--- config.mk ---
export PLATFORM = sky130hd
export DESIGN_NAME = cpu_bus_master
export DESIGN_NICKNAME = d
export VERILOG_FILES = /design/src/rtl/cpu_bus_master.sv
export SDC_FILE = /design/constraint.sdc
export NUM_CORES = 1
export LEC_CHECK = 0
export CELL_PAD_IN_SITES_DETAIL_PLACEMENT = 0
export CELL_PAD_IN_SITES_GLOBAL_PLACEMENT = 1
export CORE_MARGIN = 2
export CORE_UTILIZATION = 35
export CTS_CLUSTER_DIAMETER = 60
export CTS_CLUSTER_SIZE = 14
export DETAILED_ROUTE_END_ITERATION = 6
export GPL_TIMING_DRIVEN = 1
export PLACE_DENSITY_LB_ADDON = 0.1
export SLEW_MARGIN = 20
export SYNTH_ARGS = -nofsm -noshare
export SYNTH_HDL_FRONTEND = slang
export SYNTH_SLANG_ARGS = --single-unit
--- constraint.sdc ---
create_clock -name i_clk -period 2.8 [get_ports i_clk]
set_clock_uncertainty 0.2 [all_clocks]
set_input_delay 0.56 -clock i_clk [delete_from_list [all_inputs] [get_ports i_clk]]
set_output_delay 0.56 -clock i_clk [all_outputs]
set_load 0.03 [all_outputs]
--- src/rtl/cpu_bus_master.sv ---
// cpu_bus_master: splits one CORE_DW core transfer into little-endian BUS_DW bus beats,
// each driven as setup / strobe / hold. Define BUS_TIMEOUT_EN to enable the per-beat strobe timeout.
module cpu_bus_master #(
    parameter int ADDR_WIDTH     = 32,
    parameter int BUS_DW         = 8,
    parameter int CORE_DW        = 32,
    parameter int STROBE_CYCLES  = 1,
    parameter int TIMEOUT_CYCLES = 255
) (
    input  logic                  i_clk,
    input  logic                  i_rst,
    input  logic                  i_req,
    input  logic                  i_we,
    input  logic [ADDR_WIDTH-1:0] i_addr,
    input  logic [CORE_DW-1:0]    i_wdata,
    output logic                  o_busy,
    output logic                  o_ack,
    output logic                  o_err,
    output logic [CORE_DW-1:0]    o_rdata,
    output logic                  o_bus_clk,
    output logic                  o_bus_we,
    output logic [ADDR_WIDTH-1:0] o_bus_addr,
    output logic [BUS_DW-1:0]     o_bus_data,
    input  logic [BUS_DW-1:0]     i_bus_data,
    input  logic                  i_bus_data_ready
);

    localparam int NBEATS  = CORE_DW / BUS_DW;
    localparam int BEAT_W  = (NBEATS > 1) ? $clog2(NBEATS) : 1;
    localparam int CNT_MAX = (TIMEOUT_CYCLES > STROBE_CYCLES) ? TIMEOUT_CYCLES : STROBE_CYCLES;
    localparam int CNT_W   = $clog2(CNT_MAX + 1);

    localparam logic [BEAT_W-1:0] LAST_BEAT  = BEAT_W'(NBEATS - 1);
    localparam logic [CNT_W-1:0]  STROBE_LIM = CNT_W'(STROBE_CYCLES);
    localparam logic [CNT_W-1:0]  CNT_SAT    = CNT_W'(CNT_MAX);

    typedef enum logic [2:0] {
        ST_IDLE,
        ST_SETUP,
        ST_STROBE,
        ST_HOLD,
        ST_DONE
    } state_t;

    state_t              state;
    state_t              next_state;
    logic                we_q;
    logic [CORE_DW-1:0]  wdata_q;
    logic [BEAT_W-1:0]   beat;
    logic [BEAT_W-1:0]   next_beat;
    logic [CNT_W-1:0]    strobe_cnt;
    logic                abort_q;
    logic                ready_ok;
    logic                timeout_hit;

    // Ready only counts once the strobe has been high for STROBE_CYCLES cycles.
    assign ready_ok  = (strobe_cnt >= STROBE_LIM) && i_bus_data_ready;
    assign next_beat = beat + BEAT_W'(1);

`ifdef BUS_TIMEOUT_EN
    localparam logic [CNT_W-1:0] TIMEOUT_LIM = CNT_W'(TIMEOUT_CYCLES);
    // A ready honoured on the timeout cycle itself wins over the abort.
    assign timeout_hit = (strobe_cnt >= TIMEOUT_LIM) && !ready_ok;
`else
    assign timeout_hit = 1'b0;
`endif

    // NOTE: every always_comb output gets a default first so no path leaves it unassigned (no latch).
    always_comb begin
        next_state = state;
        case (state)
            ST_IDLE:   if (i_req) next_state = ST_SETUP;
            ST_SETUP:  next_state = ST_STROBE;
            ST_STROBE: if (ready_ok || timeout_hit) next_state = ST_HOLD;
            ST_HOLD:   next_state = (beat == LAST_BEAT || abort_q) ? ST_DONE : ST_SETUP;
            ST_DONE:   next_state = ST_IDLE;
            default:   next_state = ST_IDLE;
        endcase
    end

    // Control outputs decode straight from state so a synchronous reset drops them on the same edge.
    always_comb begin
        o_busy    = (state != ST_IDLE);
        o_ack     = (state == ST_DONE);
        o_bus_clk = (state == ST_STROBE);
        o_bus_we  = we_q && ((state == ST_SETUP) || (state == ST_STROBE));
`ifdef BUS_TIMEOUT_EN
        o_err     = (state == ST_DONE) && abort_q;
`else
        o_err     = 1'b0;
`endif
    end

    // NOTE: sequential state uses non-blocking assignments so every register samples pre-edge values.
    always_ff @(posedge i_clk) begin
        if (i_rst) begin
            state      <= ST_IDLE;
            we_q       <= 1'b0;
            wdata_q    <= '0;
            beat       <= '0;
            strobe_cnt <= '0;
            abort_q    <= 1'b0;
            o_bus_addr <= '0;
            o_bus_data <= '0;
            o_rdata    <= '0;
        end else begin
            state <= next_state;
            case (state)
                ST_IDLE: begin
                    if (i_req) begin
                        we_q       <= i_we;
                        wdata_q    <= i_wdata;
                        beat       <= '0;
                        abort_q    <= 1'b0;
                        o_bus_addr <= i_addr;
                        o_bus_data <= i_wdata[BUS_DW-1:0];
                        o_rdata    <= '0;
                    end
                end
                ST_SETUP: begin
                    strobe_cnt <= CNT_W'(1);
                end
                ST_STROBE: begin
                    if (ready_ok && !we_q) begin
                        o_rdata[beat*BUS_DW +: BUS_DW] <= i_bus_data;
                    end
                    if (timeout_hit) begin
                        abort_q <= 1'b1;
                    end
                    if (strobe_cnt != CNT_SAT) begin
                        strobe_cnt <= strobe_cnt + CNT_W'(1);
                    end
                end
                ST_HOLD: begin
                    // Address wraps naturally modulo 2^ADDR_WIDTH.
                    if (next_state == ST_SETUP) begin
                        beat       <= next_beat;
                        o_bus_addr <= o_bus_addr + ADDR_WIDTH'(1);
                        o_bus_data <= wdata_q[next_beat*BUS_DW +: BUS_DW];
                    end
                end
                default: ;
            endcase
        end
    end

endmodule

==> out/results.txt <==
Overall power: 0.00516 W
HP Start: wdata_q[21]
Most frequent cells in the layout: clkdlybuf4s50_1, nand2_1, dfxtp_1
Xor/xnor cell area share of the yosys netlist: 1.06%
Unique masters post-synth: 65
GRT Total Usage: 20.4%
Switching Share: 28.6%
Critical Path AT: 1.90 ns
Hold EP: wdata_q[21]
First-pass GRT wire length: 28.9 mm
Final setup fails: 0
Max-Cap Viols: 0
Peak VDD IR: 0.000438 V
Initial antenna violation count: 1
Util after Layout: 51.2%
Root Driver: clkbuf_16
Commonest non-fill, non-tap cell in the layout: clkdlybuf4s50_1
Worst Path Max Fanout: 10
Reg2reg end: o_rdata[9]
Area growth from synthesis to layout: 41.8%
CTS max path bufs: 2
Ys Warns: 0
RR Startpoint: state[0]
Avg Vias per Cell: 5.39
FP Rows: 46
Starting Density: 36.1%
Crit share post-route: 95.0%
Compound-Gate Fraction of Synth Area: 22.6%
CTS tree: done
H-Tree Depth: 4
Simple-gate area share of the yosys netlist: 25.0%
Core ar.: 0.0160 mm²
Layout cells sized above 1: 9.61%
EDFF count, synth: 0
Die H: 133 µm
Syn Std Cell Area: 0.00578 mm²
Die width: 133 µm
DRC: 0
Largest net degree at the start of global routing: 55
Worst-margin pin slew: 0.682 ns
Hold path depth: 2
Syn_area_per_cell: 8.12 µm²
Power Dens Cells: 630 mW/mm²
Final hold slack: 0.255 ns
Synthesized Nets: 797
Sequential Area: 0.00236 mm²
DR vias: 5883
Clk pwr share: 42.3%
NumNets Final: 948
DR iter-0 viols: 343
CTS Buf Count: 17
Clk pin slew, worst setup/hold paths: 0.05 ns
R2r setup slk: 0.35 ns
Multi-input gate area: 0.00311 mm²
Crit. End Element: output pin
Reg power frac: 37.3%
Fmax: 0.376 GHz
Status: finished, final reports clean
Switching power: 0.00148 W
Die area: 0.0176 mm²
Routed wire length: 18.0 mm
Post-CTS setup buffer count: 0
Setup_tns: 0 ns
Vias in the first global route: 5610
Adder-Cell Fraction of Synth Area: 1.73%
Crit Path Category: reg2out
Post-DR wirelength/cell: 16.5 µm
Initial DRT Pass Iterations: 5
Post-synthesis sequential area ratio: 40.9%
RSZ-0062 raised after global routing: false
Synth Flop Type: dfxtp_1
Total grt overflow: 0
Asr flop ratio synth: 0%
Multiplexer area fraction after synthesis: 3.29%
Cell Area, Placed: 0.00760 mm²
R2R cell count: 6
Min-Delay Path Class: reg2reg
LEAKAGE: 2.90 nW
I/O pins: 154
Gate Count Post-Synth: 712
Post-route ant nets: 0
Fin area: 0.00819 mm²
Int Power: 0.00368 W
#FFs+latches synth: 118
Part of the power in combinational logic: 20.4%
Final slew viol count: 0
Crit path time final: 2.66 ns
Main combinational cell family by area after synthesis: simple AND/OR/NAND/NOR gates
Relative slew slack: 54.5%
I/O Buffers: 152
WP data required: 2.04 ns
Fill cells: 1551
PostCTS Resize Cnt: 2
Final Hold Fails: 0
RePlAce Congestion: 0.847
DP HPWL: 12.8 mm
CTS sink count: 118
Post-CTS Hold Buffers: 0
Worst-Skew Late Latency: 0.41 ns
Startpoint class of the critical path: flop
[power groups by stage]
| stage | logic [W] | registers (W) | clock network [W] |
|---|---|---|---|
| after detailed placement | 0.00105 | 0.00196 | 0 |
| after global placement | 0.00104 | 0.00195 | 0 |
| after floorplan | 0.000500 | 0.00205 | 0 |
| after global routing | 0.00114 | 0.00195 | 0.00230 |
| after CTS | 0.00106 | 0.00192 | 0.00222 |
| final | 0.00105 | 0.00193 | 0.00218 |
[routing by layer]
| metal | track usage, % | vias to the layer above | wire length, µm |
|---|---|---|---|
| met5 | 0 | - | 0 |
| met1 | 27.4 | 2763 | 8310 |
| met3 | 4.52 | 25 | 1090 |
| met4 | 7.23 | 0 | 282 |
| li1 | - | 2893 | - |
| met2 | 32.5 | 202 | 8360 |
[sequential cells by signal, indices dropped and copies added (netlist names)]
name	count
state	3
beat	2
strobe_cnt	8
o_rdata	32
o_bus_data	8
wdata_q	32
o_bus_addr	32
we_q	1
[synth_stat cells (all sizes together), types with 3 or more instances]
library cell | number | share of area, %
a211oi | 5 | 0.65
a21oi | 66 | 5.7
a22oi | 4 | 0.52
a311oi | 13 | 2.0
a31o | 15 | 2.3
a31oi | 8 | 0.87
and3 | 9 | 0.97
buf | 15 | 1.9
clkbuf | 38 | 2.5
dfxtp | 118 | 41
ha | 8 | 1.7
inv | 15 | 0.97
mux4 | 8 | 3.1
nand2 | 138 | 9.0
nand3 | 40 | 3.5
nand3b | 3 | 0.39
nand4 | 14 | 1.5
nor2 | 46 | 3.0
nor3 | 31 | 2.8
nor4 | 6 | 0.65
nor4b | 3 | 0.71
o21ai | 25 | 2.2
o22ai | 9 | 1.4
o31ai | 23 | 3.2
or3 | 9 | 0.97
or4 | 3 | 0.39
xnor2 | 7 | 1.1
[final cells by class]
cell class                      instances  area share [%]
Multi-Input combinational cell        526            38.0
Sequential cell                       118            28.8
Tap cell                              216            3.30
Timing Repair Buffer                  185            22.0
Inverter                               15           0.687
Clock buffer                           21            5.62
Clock inverter                          9            1.56
Antenna cell                            1          0.0305
[stage by stage]
stage	setup WS, ns	std cells
after global placement	0.0567	1060
after CTS	0.0267	1090
after detailed placement	0.0204	1060
after floorplan	0.386	712
after global routing	0.0295	1091
final	0.141	1091
[worst max-delay path: stages (launching register included)]
cell and delay (ns):
dfxtp_1 0.30, buf_4 0.17, or3_1 0.41, clkdlybuf4s50_1 0.61
[worst max path at each step]
stage / start / end / slack (ns) / depth (start not counted)
2_1_floorplan: state[2] / o_bus_we / 0.39 / 4
3_3_place_gp: i_req / o_bus_addr[31] / 0.06 / 6
3_5_place_dp: i_req / o_bus_addr[31] / 0.02 / 6
4_1_cts: state[2] / o_ack / 0.03 / 2
5_1_grt: state[0] / o_bus_we / 0.03 / 4
6_report: state[1] / o_busy / 0.14 / 3
[kinds of logic (layout without fill, tap and decap cells)]
group           count (synthesis)  in the layout
compound gates                191            191
xor+xnor                        7              7
other cells                     1              2
simple gates                  310            310
flops                         118            118
mux                             9              9
buf+inv                        68            230
fa+ha+maj                       8              8
(Power assumes the default switching activity.)
